`src/rtl/sa_ram_rws_256x128_arb.sv`:
```
// sa_ram_rws_256x128_arb
//   Shares one sa_ram_rws_256x128 RAM (1 read port, 1 write port, 1-cycle
//   read latency) between NUM_RD read clients and NUM_WR write clients.
//   The read and write ports each have an independent round-robin arbiter.
//   Grants are combinational, and each read response is routed back to the
//   client that was granted.
//
// Optional build macro: SA_RAM_ARB_INIT_EN
//   When defined, an INIT sweep writes zero to all 256 RAM words after reset,
//   before any requests are accepted.
//
// Ports:
//   clk, rst                  clock; synchronous active-high reset
//   rd_req_vld/rdy/addr       read request handshake (addr client i at [i*AW +: AW])
//   rd_rsp_vld, rd_rsp_data   one-cycle response pulse per client, shared data bus
//   wr_req_vld/rdy/addr/data  write request handshake
//   ram_ra/re/wa/we/di        RAM pins driven by this block
//   ram_dout                  RAM read data
//   init_done                 high while requests are being accepted
module sa_ram_rws_256x128_arb #(
  parameter int unsigned NUM_RD = 2,
  parameter int unsigned NUM_WR = 2,
  parameter int unsigned AW     = 8,
  parameter int unsigned DW     = 128
) (
  input  logic                 clk,
  input  logic                 rst,
  input  logic [NUM_RD-1:0]    rd_req_vld,
  output logic [NUM_RD-1:0]    rd_req_rdy,
  input  logic [NUM_RD*AW-1:0] rd_req_addr,
  output logic [NUM_RD-1:0]    rd_rsp_vld,
  output logic [DW-1:0]        rd_rsp_data,
  input  logic [NUM_WR-1:0]    wr_req_vld,
  output logic [NUM_WR-1:0]    wr_req_rdy,
  input  logic [NUM_WR*AW-1:0] wr_req_addr,
  input  logic [NUM_WR*DW-1:0] wr_req_data,
  output logic [AW-1:0]        ram_ra,
  output logic                 ram_re,
  output logic [AW-1:0]        ram_wa,
  output logic                 ram_we,
  output logic [DW-1:0]        ram_di,
  input  logic [DW-1:0]        ram_dout,
  output logic                 init_done
);

  localparam int unsigned RPW = (NUM_RD > 1) ? $clog2(NUM_RD) : 1;
  localparam int unsigned WPW = (NUM_WR > 1) ? $clog2(NUM_WR) : 1;

  typedef enum logic [1:0] {S_RESET, S_INIT, S_RUN} state_t;

  state_t         state_q, state_d;
  logic           run;
  logic [RPW-1:0] rd_ptr_q, rd_gnt_id, rd_idx;
  logic [WPW-1:0] wr_ptr_q, wr_gnt_id, wr_idx;
  logic           rd_gnt_any, wr_gnt_any;
  logic           tag_vld_q;
  logic [RPW-1:0] tag_id_q;

`ifdef SA_RAM_ARB_INIT_EN
  logic [AW-1:0]  init_cnt_q;

  always_ff @(posedge clk) begin
    if (rst)                   init_cnt_q <= '0;
    else if (state_q == S_INIT) init_cnt_q <= init_cnt_q + 1'b1;
  end
`endif

  always_ff @(posedge clk) begin
    if (rst) state_q <= S_RESET;
    else     state_q <= state_d;
  end

  always_comb begin
    state_d = state_q;
    case (state_q)
`ifdef SA_RAM_ARB_INIT_EN
      S_RESET: state_d = S_INIT;
      S_INIT:  if (init_cnt_q == '1) state_d = S_RUN;
`else
      S_RESET: state_d = S_RUN;
      S_INIT:  state_d = S_RUN;
`endif
      S_RUN:   state_d = S_RUN;
      default: state_d = S_RESET;
    endcase
  end

  // Reset gates every output combinationally, so outputs are zero even in
  // the first reset cycle while the state register still holds RUN.
  assign run       = (state_q == S_RUN) && !rst;
  assign init_done = run;

  // Round-robin search: take the first valid client starting at the pointer.
  always_comb begin
    rd_gnt_any = 1'b0;
    rd_gnt_id  = '0;
    rd_idx     = '0;
    for (int unsigned i = 0; i < NUM_RD; i++) begin
      rd_idx = RPW'((32'(rd_ptr_q) + i) % NUM_RD);
      if (!rd_gnt_any && run && rd_req_vld[rd_idx]) begin
        rd_gnt_any = 1'b1;
        rd_gnt_id  = rd_idx;
      end
    end
  end

  always_comb begin
    wr_gnt_any = 1'b0;
    wr_gnt_id  = '0;
    wr_idx     = '0;
    for (int unsigned i = 0; i < NUM_WR; i++) begin
      wr_idx = WPW'((32'(wr_ptr_q) + i) % NUM_WR);
      if (!wr_gnt_any && run && wr_req_vld[wr_idx]) begin
        wr_gnt_any = 1'b1;
        wr_gnt_id  = wr_idx;
      end
    end
  end

  always_ff @(posedge clk) begin
    if (rst) begin
      rd_ptr_q  <= '0;
      wr_ptr_q  <= '0;
      tag_vld_q <= 1'b0;
      tag_id_q  <= '0;
    end else begin
      if (rd_gnt_any) rd_ptr_q <= RPW'((32'(rd_gnt_id) + 1) % NUM_RD);
      if (wr_gnt_any) wr_ptr_q <= WPW'((32'(wr_gnt_id) + 1) % NUM_WR);
      tag_vld_q <= rd_gnt_any;
      tag_id_q  <= rd_gnt_id;
    end
  end

  always_comb begin
    rd_req_rdy = '0;
    ram_re     = rd_gnt_any;
    ram_ra     = '0;
    if (rd_gnt_any) begin
      rd_req_rdy[rd_gnt_id] = 1'b1;
      ram_ra                = rd_req_addr[rd_gnt_id*AW +: AW];
    end
  end

  always_comb begin
    wr_req_rdy = '0;
    ram_we     = 1'b0;
    ram_wa     = '0;
    ram_di     = '0;
    if (wr_gnt_any) begin
      wr_req_rdy[wr_gnt_id] = 1'b1;
      ram_we                = 1'b1;
      ram_wa                = wr_req_addr[wr_gnt_id*AW +: AW];
      ram_di                = wr_req_data[wr_gnt_id*DW +: DW];
    end
`ifdef SA_RAM_ARB_INIT_EN
    if (state_q == S_INIT && !rst) begin
      ram_we = 1'b1;
      ram_wa = init_cnt_q;
      ram_di = '0;
    end
`endif
  end

  // Response tag from the previous cycle's grant.
  always_comb begin
    rd_rsp_vld = '0;
    if (tag_vld_q && !rst) rd_rsp_vld[tag_id_q] = 1'b1;
  end

  assign rd_rsp_data = ram_dout;

endmodule

```
`config.mk`:
```
export PLATFORM = sky130hd
export DESIGN_NAME = sa_ram_rws_256x128_arb
export DESIGN_NICKNAME = d
export VERILOG_FILES = /design/src/rtl/sa_ram_rws_256x128_arb.sv
export SDC_FILE = /design/constraint.sdc
export NUM_CORES = 1
export LEC_CHECK = 0
export BUFFER_PORTS_ARGS = -buffer_cell sky130_fd_sc_hd__buf_2
export CAP_MARGIN = 20
export CORE_AREA = 3 3 275 277
export CTS_BUF_LIST = sky130_fd_sc_hd__clkbuf_8
export CTS_CLUSTER_DIAMETER = 30
export CTS_CLUSTER_SIZE = 25
export DETAILED_ROUTE_END_ITERATION = 6
export DIE_AREA = 0 0 278 280
export GPL_TIMING_DRIVEN = 0
export HOLD_SLACK_MARGIN = 0.08
export PLACE_DENSITY_LB_ADDON = 0.15
export SLEW_MARGIN = 20
export SYNTH_ARGS = -nofsm -noshare
export SYNTH_HDL_FRONTEND = slang
export SYNTH_SLANG_ARGS = --single-unit
```
`constraint.sdc`:
```
create_clock -name clk -period 1.7 [get_ports clk]
set_input_delay 0 -clock clk [delete_from_list [all_inputs] [get_ports clk]]
set_output_delay 0 -clock clk [all_outputs]
set_load 0.02 [all_outputs]
```
==> results of run 1 <==
stage by stage:
step	cells	total power, mW	TNS [ns]	setup WS [ns]
2_1_floorplan	330	1.05	0	0.303
3_3_place_gp	1863	1.84	-17.93	-0.488
3_5_place_dp	1863	1.83	-20.07	-0.495
4_1_cts	1879	2.20	-1.52	-0.0553
5_1_grt	1878	2.30	-4.89	-0.0885
6_report	1880	2.17	-0.290	-0.0505
power breakdown:
| part | switching [mW] | leakage (nW) | internal [mW] | total [mW] |
|---|---|---|---|---|
| Combinational | 0.922 | 4.05 | 0.905 | 1.83 |
| Sequential | 0.00503 | 0.0418 | 0.125 | 0.130 |
| Clock | 0.0589 | 0.0269 | 0.155 | 0.214 |
metal layers:
layer	routed length [um]	share of wire, %	track usage [%]
met4	962	3.6	2.21
met1	8440	32	5.49
met3	1980	7.4	1.20
met5	0	0	0
met2	15400	57	12.9
sequential cells by signal, summed over array words and instances (netlist names):
name       flops
rd_ptr_q       1
state_q        1
tag_id_q       1
tag_vld_q      1
wr_ptr_q       1
cell families after synthesis:
family | Yosys count
flops | 5
compound gates | 151
buf+inv | 162
simple gates | 12
area by class of cell:
class	instances	area (um2)
fillers	8588	65500
repair buffers	586	3220
multi-input cells	163	1530
plain buffers	160	1420
well taps	959	1200
flip-flops and latches	5	103
clock buffers	3	41.3
diodes	2	5.00
clock inverters	1	3.75
inverters	1	3.75
worst register-to-register path, stage by stage (launching register included):
cell      delay (ns)
dfxtp_2         0.32
buf_4           0.12
a21oi_1         0.06
a311oi_1        0.30
worst min-delay path by stage:
stage             startpoint         endpoint  slack [ns]  cells past startpoint
2_1_floorplan            rst       state_q[1]        0.07                      1
3_3_place_gp    ram_dout[90]  rd_rsp_data[90]        0.22                      2
3_5_place_dp    ram_dout[90]  rd_rsp_data[90]        0.22                      2
4_1_cts        wr_req_vld[0]         wr_ptr_q        0.14                      3
5_1_grt        wr_req_vld[0]         wr_ptr_q        0.17                      3
6_report       wr_req_vld[0]         wr_ptr_q        0.15                      3
layout by cell type, fill, tap and decap left out, drive strengths merged:
cell type / synthesis / layout
a21oi: 2 / 2
a22o: 144 / 144
a311oi: 2 / 2
and3: 6 / 6
buf: 161 / 741
clkbuf: 0 / 4
dfxtp: 5 / 5
diode: 0 / 2
dlygate4sd3: 0 / 4
inv: 1 / 2
nand2: 2 / 2
nand2b: 2 / 2
nor2b: 1 / 1
nor3b: 1 / 1
o21a: 3 / 3
repair_timing:
action	4_1_cts	5_1_grt
endpoints found under the setup margin	134	136
hold endpoints to repair	4	0
hold buffers	4	0
resized for setup	113	16
cloned	4	1
setup buffers	5	0
pin swaps	13	0
==> Implementation_results.wiki, run 1 <==
{| class="wikitable"
! Metric !! Value
|-
| Area fraction in compound gates after synthesis || 47.9%
|-
| Syn Std Cell Area || 0.00274 mm2
|-
| Yosys top cell area share || between 40 and 50%
|-
| Clock buffers created by TritonCTS || 3
|-
| Most numerous cell in the Yosys netlist || a22o_1
|-
| Reg clk slew, reported paths || approximately 0.040 ns
|-
| Max Buffers Root-to-Sink || 2
|-
| Synthesized area divided by synthesized cell count || 8.29 um2
|-
| Worst supply voltage drop on vdd || roughly 140 uV
|-
| Post-layout min period || 1.75 ns
|-
| Total core area || approximately 0.073 mm2
|-
| Outcome || complete, but fails checks
|-
| First-pass iteration count of the detailed router || 4
|-
| Wire length of the first global-routing pass || 34700 um
|-
| Number of endpoints failing setup at the final stage || 12
|-
| Full die area || 0.0778 mm2
|-
| Adder-cell share of the synthesized area || 0%
|-
| Critical path buffer and inverter count || 4
|-
| Final count of hold timing violations || 0
|-
| Required time reported for the critical path endpoint || 1.70 ns
|-
| Worst flop-to-flop path startpoint || state_q[1]
|-
| Wirelength, routed || 26800 um
|-
| Post-layout worst setup margin || -0.0505 ns
|-
| Source of the critical timing path || state_q[1]
|-
| Cell types with the highest counts after synthesis || a22o_1, buf_4, buf_6
|-
| Basic-gate share of the synthesized area counting and, or, nand and nor cells || around 2.9%
|-
| Classification of the worst-slack hold path || input port to flip-flop
|-
| Slowest cell on crit path || dfxtp_2
|-
| Classification of the worst setup path || flip-flop to output pin
|-
| Number of levels the H-tree was split into || 1
|-
| Number of clock sinks || 5
|-
| Leading area contributor after synthesis || a22o_1
|-
| Dominant combinational cell family by area after synthesis || compound AO/OA/AOI/OAI gates
|-
| Global placer's final weighted congestion || 0.803
|-
| Post-Place Cell Area || just under 0.007 mm2
|-
| Fraction of synthesis flops using an asynchronous set or reset pin || 0%
|-
| Max-cap violations || 0
|-
| Effective utilization at floorplan || 3.74%
|-
| Fmax || 0.571 GHz
|-
| Transition time at the pin with the least slew margin || approximately 0.29 ns
|-
| Min Hold Slack || between 0.1 and 0.15 ns
|-
| Final-report max-slew violation count || 0
|-
| Ports || between 700 and 800
|-
| Power density relative to cell area || around 290 mW/mm2
|-
| Average wire per cell in the routed design || 14.2 um
|-
| Worst reg2reg path endpoint || wr_ptr_q
|-
| Number of nets produced by synthesis || 752
|-
| Leakage || 4.12 nW
|-
| Clock tree from TritonCTS || done
|-
| CP Capture Type || output pin
|-
| Post-layout utilization of the core || about a tenth
|-
| RSZ-0062 raised after global routing || true
|-
| Die span in x || about 280 um
|-
| Slack of the worst reg-to-reg path || 0.78 ns
|-
| Leading cell types by total area after synthesis || a22o_1, buf_4, buf_6
|-
| Number of distinct library cell variants in the gate-level netlist after synthesis || 15
|-
| Die H || about 280 um
|-
| Top fanout value on the critical path || 10
|-
| R2r worst-path depth || 3
|-
| Number of antenna violations at the first check in global routing || 2
|-
| Predominant post-synthesis flop cell || dfxtp_1
|-
| Residual DRC count || 0
|-
| Final period util || 103%
|-
| Worst clock skew || 0.000764 ns
|-
| Half-perimeter wire length after detailed placement || 23100 um
|-
| Vias in the first global route || between 5000 and 6000
|-
| Category of cells accounting for the largest share of critical-path delay || buffers and inverters
|-
| Largest net degree at the start of global routing || 11
|-
| Yosys warning total || 0
|-
| Final cell area excluding filler cells || 0.00753 mm2
|-
| Worst path depth || 7
|-
| Final #Nets || roughly 1300
|-
| Share of cell area taken by muxes after synthesis || 0%
|-
| Syn Inst Count || 330
|-
| Total of flip-flops plus latches after synthesis || 5
|-
| Arrival time of the worst setup path || 1.75 ns
|-
| Source-to-sink clock delay at the later pin of the worst-skew pair || 0.22 ns
|-
| Endpoint of the most critical setup path || ram_di[27]
|-
| Slowest stage delay, CP || 0.31 ns
|-
| Total gr overflow || 0
|-
| # port buffers || 574
|-
| CP Cell Sequence || nor2b_4 -> and3_4 -> buf_12 -> buf_12 -> buf_6 -> a22o_4 -> buf_4
|-
| Failing checks || setup timing
|-
| Sequential area share after synthesis || 3.66%
|-
| Clock Tree Root || clkbuf_8
|-
| Total routing usage reported by global routing || approximately 6.0%
|-
| First-iteration detailed-routing DRC count || 75
|-
| Area Overhead vs Synth || 175%
|-
| Count of flip-flops with a built-in enable after synthesis || 0
|-
| DR vias || 4962
|-
| Most prevalent standard cell on the critical path || buf_12
|-
| Startpoint types || flip-flop
|-
| Parity-gate share of the synthesized area counting xor and xnor cells || 0%
|-
| Num rows || 99
|-
| ANT nets after route || 0
|-
| Detailed-route vias per instance || approximately 2.6
|-
| Share of final-layout standard cells stronger than drive strength 1 || 83.2%
|-
| Slew Limit Headroom || 80.5%
|}
Note: power is estimated with default switching activity, not from simulation.
==> run 2, diff against run 1 <==
CTS_CLUSTER_SIZE = default   (was 25)
SETUP_SLACK_MARGIN = 0.05   (was default)
==> run 2 against run 1 <==
The run still ends with setup timing left. Non-clock buffer count increased by 8. Global-route usage hardly changed. Cell area up 10%. Total power increased by 8.0%. Via count is 0.83% higher. Clock power barely moved. Maximum frequency increased by 1.7%. Final cell count is 0.43% higher. Sequential power barely moved.
==> Implementation_results.wiki, run 2 (same netlist as run 1, synthesis figures left out) <==
{| class="wikitable"
! Metric !! Value
|-
| Outcome || complete, but fails checks
|-
| Failing checks || setup timing
|-
| Slowest cell on crit path || dfxtp_2
|-
| Required time reported for the critical path endpoint || 1.70 ns (about the same)
|-
| Die span in x || 278 um (unchanged)
|-
| Die H || 280 um (unchanged)
|-
| Worst flop-to-flop path startpoint || state_q[1]
|-
| Clock Tree Root || clkbuf_8
|-
| Post-layout min period || 1.72 ns (-0.0284 ns)
|-
| Final count of hold timing violations || 0 (unchanged)
|-
| Share of final-layout standard cells stronger than drive strength 1 || 83.9% (+0.68 points)
|-
| Min Hold Slack || 0.149 ns (-0.000717 ns)
|-
| Final cell area excluding filler cells || 0.00830 mm2 (+10%)
|-
| Instance count after placement with tap cells included || 1863 (unchanged)
|-
| Source of the critical timing path || state_q[1]
|-
| Detailed-route vias per instance || 2.65 (+0.40%)
|-
| CP Cell Sequence || nor2b_4 -> and3_4 -> buf_12 -> buf_16 -> buf_8 -> a22o_1 -> buf_6
|-
| Number of endpoints failing setup at the final stage || 7 (-5)
|-
| R2r worst-path depth || 3 (unchanged)
|-
| Vias in the first global route || 5325 (+0.81%)
|-
| Fmax || 0.581 GHz (+1.7%)
|-
| Wire length of the first global-routing pass || 35000 um (+0.77%)
|-
| Clock buffers created by TritonCTS || 3 (unchanged)
|-
| Post-layout worst setup margin || -0.0221 ns (+0.0284 ns)
|-
| Transition time at the pin with the least slew margin || 0.302 ns (+0.0111 ns)
|-
| Total core area || 0.0731 mm2 (unchanged)
|-
| Max Buffers Root-to-Sink || 2 (unchanged)
|-
| Max-cap violations || 0 (unchanged)
|-
| Top fanout value on the critical path || 10 (unchanged)
|-
| Leakage || 4.31 nW (+4.7%)
|-
| First-pass iteration count of the detailed router || 4 (unchanged)
|-
| Total gr overflow || 0 (unchanged)
|-
| Average wire per cell in the routed design || 14.6 um (+2.8%)
|-
| Endpoint of the most critical setup path || ram_di[84]
|-
| Slowest stage delay, CP || 0.32 ns (about the same)
|-
| Worst supply voltage drop on vdd || 137 uV (+0.88%)
|-
| Final period util || 101% (-1.7 points)
|-
| ANT nets after route || 0 (unchanged)
|-
| Number of antenna violations at the first check in global routing || 2 (unchanged)
|-
| Startpoint types || flip-flop
|-
| CP Capture Type || output pin
|-
| Most frequent cells in the layout || buf_2, buf_4, a22o_1, buf_6, a22o_4
|-
| Ports || 703 (unchanged)
|-
| Classification of the worst setup path || flip-flop to output pin
|-
| Effective utilization at floorplan || 3.74% (unchanged)
|-
| DR vias || 5003 (+0.83%)
|-
| Area Overhead vs Synth || 203%
|-
| Reg clk slew, reported paths || 0.04 ns (about the same)
|-
| Power density relative to cell area || 283 mW/mm2 (-1.9%)
|-
| Half-perimeter wire length after detailed placement || 23100 um (unchanged)
|-
| Arrival time of the worst setup path || 1.72 ns (-0.03 ns)
|-
| Number of levels the H-tree was split into || 1 (unchanged)
|-
| Post-layout utilization of the core || 11.4% (+1.0 points)
|-
| Clock tree from TritonCTS || done
|-
| Number of clock sinks || 5 (unchanged)
|-
| Number of filler instances in the final layout || 8527 (-0.71%)
|-
| Final #Nets || 1350 (+0.60%)
|-
| Num rows || 99 (unchanged)
|-
| Classification of the worst-slack hold path || input port to flip-flop
|-
| Most common library cell in the layout ignoring fill and taps || buf_2
|-
| Worst reg2reg path endpoint || wr_ptr_q
|-
| Post-Place Cell Area || 0.00681 mm2 (unchanged)
|-
| Global placer's final weighted congestion || 0.803 (unchanged)
|-
| # port buffers || 574 (unchanged)
|-
| Source-to-sink clock delay at the later pin of the worst-skew pair || 0.22 ns (about the same)
|-
| Largest net degree at the start of global routing || 11 (unchanged)
|-
| Total routing usage reported by global routing || 6.09% (+0.044 points)
|-
| RSZ-0062 raised after global routing || true
|-
| Wirelength, routed || 27600 um (+3.3%)
|-
| Residual DRC count || 0 (unchanged)
|-
| First-iteration detailed-routing DRC count || 73 (-2.7%)
|-
| Worst clock skew || 0.00106 ns (+0.000299 ns)
|-
| Slack of the worst reg-to-reg path || 0.77 ns (about the same)
|-
| Slew Limit Headroom || 79.8% (-0.75 points)
|-
| Non-Filler Instances || 1888 (+0.43%)
|-
| Full die area || 0.0778 mm2 (unchanged)
|-
| Final-report max-slew violation count || 0 (unchanged)
|}
[run 2: cell types whose count changed in the layout (fill, tap and decap cells not counted), moves of 3 or more]
cell / previous run / this run
buf_6: 23 / 102
buf_2: 538 / 465
buf_4: 157 / 148
a22o_1: 129 / 124
a22o_4: 15 / 20
clkbuf_16: 1 / 6
buf_16: 2 / 5
[run 2: layer usage]
metal	global-route usage [%]	share of wire (%)	up-vias
li1	-	-	2351
met1	5.62	32	2264
met2	13.1	58	366
met3	0.999	6.5	22
met4	2.17	3.2	0
met5	0	0	-
[run 2: worst min-delay path by stage]
stage / start / endpoint / cells after the start
floorplan: rst / state_q[1] / 1
global placement: ram_dout[90] / rd_rsp_data[90] / 2
CTS: wr_req_vld[0] / wr_ptr_q / 3
detailed placement: ram_dout[90] / rd_rsp_data[90] / 2
finish: wr_req_vld[0] / wr_ptr_q / 3
global route: wr_req_vld[0] / wr_ptr_q / 3
[run 2: layout make-up]
class                   count  area [um2]  share of cell area [%]
diodes                      2        5.00                  0.0603
plain buffers             160        1470                    17.7
clock buffers               3        41.3                   0.498
clock inverters             1        3.75                  0.0452
inverters                   1        3.75                  0.0452
multi-input cells         163        1580                    19.0
flip-flops and latches      5         103                    1.24
well taps                 959        1200                    14.5
repair buffers            594        3890                    46.9
[run 2: worst max-delay path, delay by kind of cell, from the launching register on]
kind                   cells  cell delay [ns]
AO/OA/AOI/OAI              1             0.20
buffers and inverters      4             0.57
flip-flops                 1             0.32
AND/OR/NAND/NOR            2             0.39
[run 2: report_power, final]
part / leakage (nW) / switching (mW) / internal (mW)
clock network: 0.0269 / 0.0605 / 0.155
logic: 4.24 / 0.962 / 1.04
registers: 0.0418 / 0.00452 / 0.125
[run 2: timing repair]
| item | in CTS | in global routing |
|---|---|---|
| cloned | 5 | 6 |
| gates resized for setup | 164 | 137 |
| buffers inserted | 5 | 1 |
| hold buffers | 4 | 0 |
| pin swaps | 22 | 22 |
| hold endpoints to repair | 4 | 0 |
| setup endpoints to repair | 141 | 137 |
[run 2: metrics by stage]
stage | setup TNS [ns] | power [mW] | setup slack [ns]
final | -0.0713 | 2.35 | -0.0221
after global routing | -4.25 | 2.48 | -0.0882
after CTS | -1.74 | 2.25 | -0.0553
after detailed placement | -20.07 | 1.83 | -0.495
after global placement | -17.93 | 1.84 | -0.488
after floorplan | 0 | 1.05 | 0.303
==> run 3, diff against run 2 <==
REMOVE_ABC_BUFFERS = 1   (was default)
==> run 3 against run 2 <==
The run still ends with setup timing left. Cell area is 1.5% lower. Clock skew is 0.0033 ns higher. Clock power hardly changed. Sequential share of layout area hardly changed. Critical endpoint is now ram_di[38]. Largest cell class unchanged.
==> Implementation_results.wiki, run 3 (same netlist as run 1, synthesis figures left out) <==
{| class="wikitable"
! Metric !! Value
|-
| Outcome || complete, but fails checks
|-
| Failing checks || setup timing
|-
| R2r worst-path depth || 3 (unchanged)
|-
| Worst supply voltage drop on vdd || 214 uV (+57%)
|-
| Detailed-route vias per instance || 3.05 (+15%)
|-
| RSZ-0062 raised after global routing || true
|-
| Source-to-sink clock delay at the later pin of the worst-skew pair || 0.22 ns (about the same)
|-
| Number of antenna violations at the first check in global routing || 44 (+42)
|-
| Area Overhead vs Synth || 199%
|-
| Vias in the first global route || 5212 (-2.1%)
|-
| Number of endpoints failing setup at the final stage || 46 (+39)
|-
| Share of power burned in registers || 5.4% (about the same)
|-
| Non-Filler Instances || 1792 (-5.1%)
|-
| Final count of hold timing violations || 0 (unchanged)
|-
| Largest net degree at the start of global routing || 58 (+47)
|-
| Total routing usage reported by global routing || 9.85% (+3.8 points)
|-
| Number of levels the H-tree was split into || 1 (unchanged)
|-
| Min Hold Slack || 0.135 ns (-0.0137 ns)
|-
| Startpoint types || flip-flop
|-
| Average wire per cell in the routed design || 24.6 um (+68%)
|-
| Half-perimeter wire length after detailed placement || 30500 um (+32%)
|-
| Most frequent cells in the layout || buf_2, dlygate4sd3_1, a22o_1, buf_6, a22o_4
|-
| Total gr overflow || 0 (unchanged)
|-
| CP Capture Type || output pin
|-
| Arrival time of the worst setup path || 1.75 ns (+0.03 ns)
|-
| Final period util || 103% (+1.4 points)
|-
| Worst reg2reg path endpoint || tag_id_q
|-
| Effective utilization at floorplan || 3.74% (unchanged)
|-
| Full die area || 0.0778 mm2 (unchanged)
|-
| Instance count after placement with tap cells included || 1578 (-15%)
|-
| Global placer's final weighted congestion || 0.743 (-7.5%)
|-
| Overall power after layout || 2.44 mW (+4.2%)
|-
| DR vias || 5471 (+9.4%)
|-
| Internal power || 1.25 mW (-5.0%)
|-
| Residual DRC count || 0 (unchanged)
|-
| Share of final-layout standard cells stronger than drive strength 1 || 66.5% (-17 points)
|-
| Reg clk slew, reported paths || 0.04 ns (about the same)
|-
| Clock buffers created by TritonCTS || 3 (unchanged)
|-
| Pre-CTS setup slack || -0.468 ns (+0.0271 ns)
|-
| Relative contribution of the clock network to total power || 9.0% (-0.2 points)
|-
| Post-layout min period || 1.75 ns (+0.0235 ns)
|-
| Post-layout worst setup margin || -0.0456 ns (-0.0235 ns)
|-
| Slack of the worst reg-to-reg path || 0.76 ns (about the same)
|-
| ANT nets after route || 0 (unchanged)
|-
| Final-report max-slew violation count || 0 (unchanged)
|-
| Worst min-delay path endpoint || tag_vld_q
|-
| Classification of the worst-slack hold path || input port to flip-flop
|-
| Worst flop-to-flop path startpoint || state_q[1]
|-
| Die H || 280 um (unchanged)
|-
| Wire length of the first global-routing pass || 51600 um (+47%)
|-
| Most common library cell in the layout ignoring fill and taps || buf_2
|-
| # port buffers || 446 (-22%)
|-
| Slew Limit Headroom || 67.9% (-12 points)
|-
| Max Buffers Root-to-Sink || 2 (unchanged)
|-
| Die span in x || 278 um (unchanged)
|-
| Switching part of the total || 48.7% (+4.9 points)
|-
| Required time reported for the critical path endpoint || 1.70 ns (about the same)
|-
| Worst clock skew || 0.00438 ns (+0.00332 ns)
|-
| Top fanout value on the critical path || 9 (-1)
|-
| Final #Nets || 1214 (-10%)
|-
| Number of clock sinks || 5 (unchanged)
|-
| Power density relative to cell area || 299 mW/mm2 (+5.8%)
|-
| Final cell area excluding filler cells || 0.00817 mm2 (-1.5%)
|-
| Clock tree from TritonCTS || done
|-
| First-iteration detailed-routing DRC count || 249 (+240%)
|-
| Num rows || 99 (unchanged)
|-
| Classification of the worst setup path || flip-flop to output pin
|-
| Setup TNS Final || -1.03 ns (-0.956 ns)
|-
| Post-layout utilization of the core || 11.2% (-0.17 points)
|-
| Combinational fraction of design power || 85.7% (+0.4 points)
|-
| Ports || 703 (unchanged)
|-
| Total core area || 0.0731 mm2 (unchanged)
|-
| Max-cap violations || 0 (unchanged)
|-
| Hold path cells || 2 (-1)
|-
| Power spent charging and discharging nets || 1.19 mW (+16%)
|-
| Hold path startpoint || rd_req_vld[0]
|-
| Wirelength, routed || 44100 um (+60%)
|-
| Post-Place Cell Area || 0.00504 mm2 (-26%)
|-
| Clock Tree Root || clkbuf_8
|-
| Number of filler instances in the final layout || 8463 (-0.75%)
|-
| Fmax || 0.573 GHz (-1.3%)
|-
| Leakage || 3.72 nW (-14%)
|-
| First-pass iteration count of the detailed router || 5 (+1)
|-
| Transition time at the pin with the least slew margin || 0.481 ns (+0.179 ns)
|}
## run 3: changes by cell type in the layout (fill, tap and decap cells not counted), moves of 5 or more
cell and delta:
buf_16 +5, buf_4 -130, buf_6 +14, dlygate4sd3_1 +125
buf_2 -145, buf_12 -6, diode_2 +40
## run 3: layout make-up
type	instances	area, um2	share of cell area [%]
antenna	42	105	1.29
clock buffer	3	41.3	0.505
clock inverter	1	5.00	0.0613
inverter	1	3.75	0.0459
multi-input combinational	167	1670	20.4
sequential	5	103	1.26
tap	959	1200	14.7
timing repair buffer	614	5040	61.7
## run 3: worst max-delay path by stage
stage / from / to / slack, ns / cells after the start
floorplan: state_q[1] / ram_di[0] / -2.15 / 3
global placement: state_q[1] / ram_di[17] / -4.42 / 4
detailed placement: state_q[1] / ram_di[90] / -0.47 / 5
CTS: state_q[1] / ram_wa[3] / -0.05 / 7
global route: state_q[1] / ram_di[38] / -0.12 / 6
finish: state_q[1] / ram_di[38] / -0.05 / 6
## run 3: worst max-delay path, stage by stage, from the launching register on
cell	delay, ns
dfxtp_2	0.33
nor2b_4	0.20
and3_4	0.27
buf_12	0.20
buf_16	0.17
a22o_1	0.19
buf_6	0.13
## run 3: routing by layer
layer / track usage, % / routed length [um] / vias up
li1: - / - / 2132
met1: 12.0 / 18300 / 2582
met2: 13.7 / 17900 / 665
met3: 7.94 / 7280 / 64
met4: 0.677 / 419 / 28
met5: 2.44 / 297 / -
## run 3: what timing repair did
item / CTS / global route
gates resized for setup: 219 / 88
setup endpoints to repair: 148 / 146
hold endpoints to repair: 131 / 0
gates cloned: 12 / 12
pin swaps: 42 / 25
hold buffers: 129 / 0
setup buffers: 16 / 5
## run 3: power groups by stage
stage	clock network [mW]	registers [mW]	logic [mW]
6_report	0.219	0.131	2.09
2_1_floorplan	0	0.130	0.439
3_5_place_dp	0	0.132	1.04
3_3_place_gp	0	0.132	1.05
5_1_grt	0.240	0.132	2.16
4_1_cts	0.226	0.130	1.94
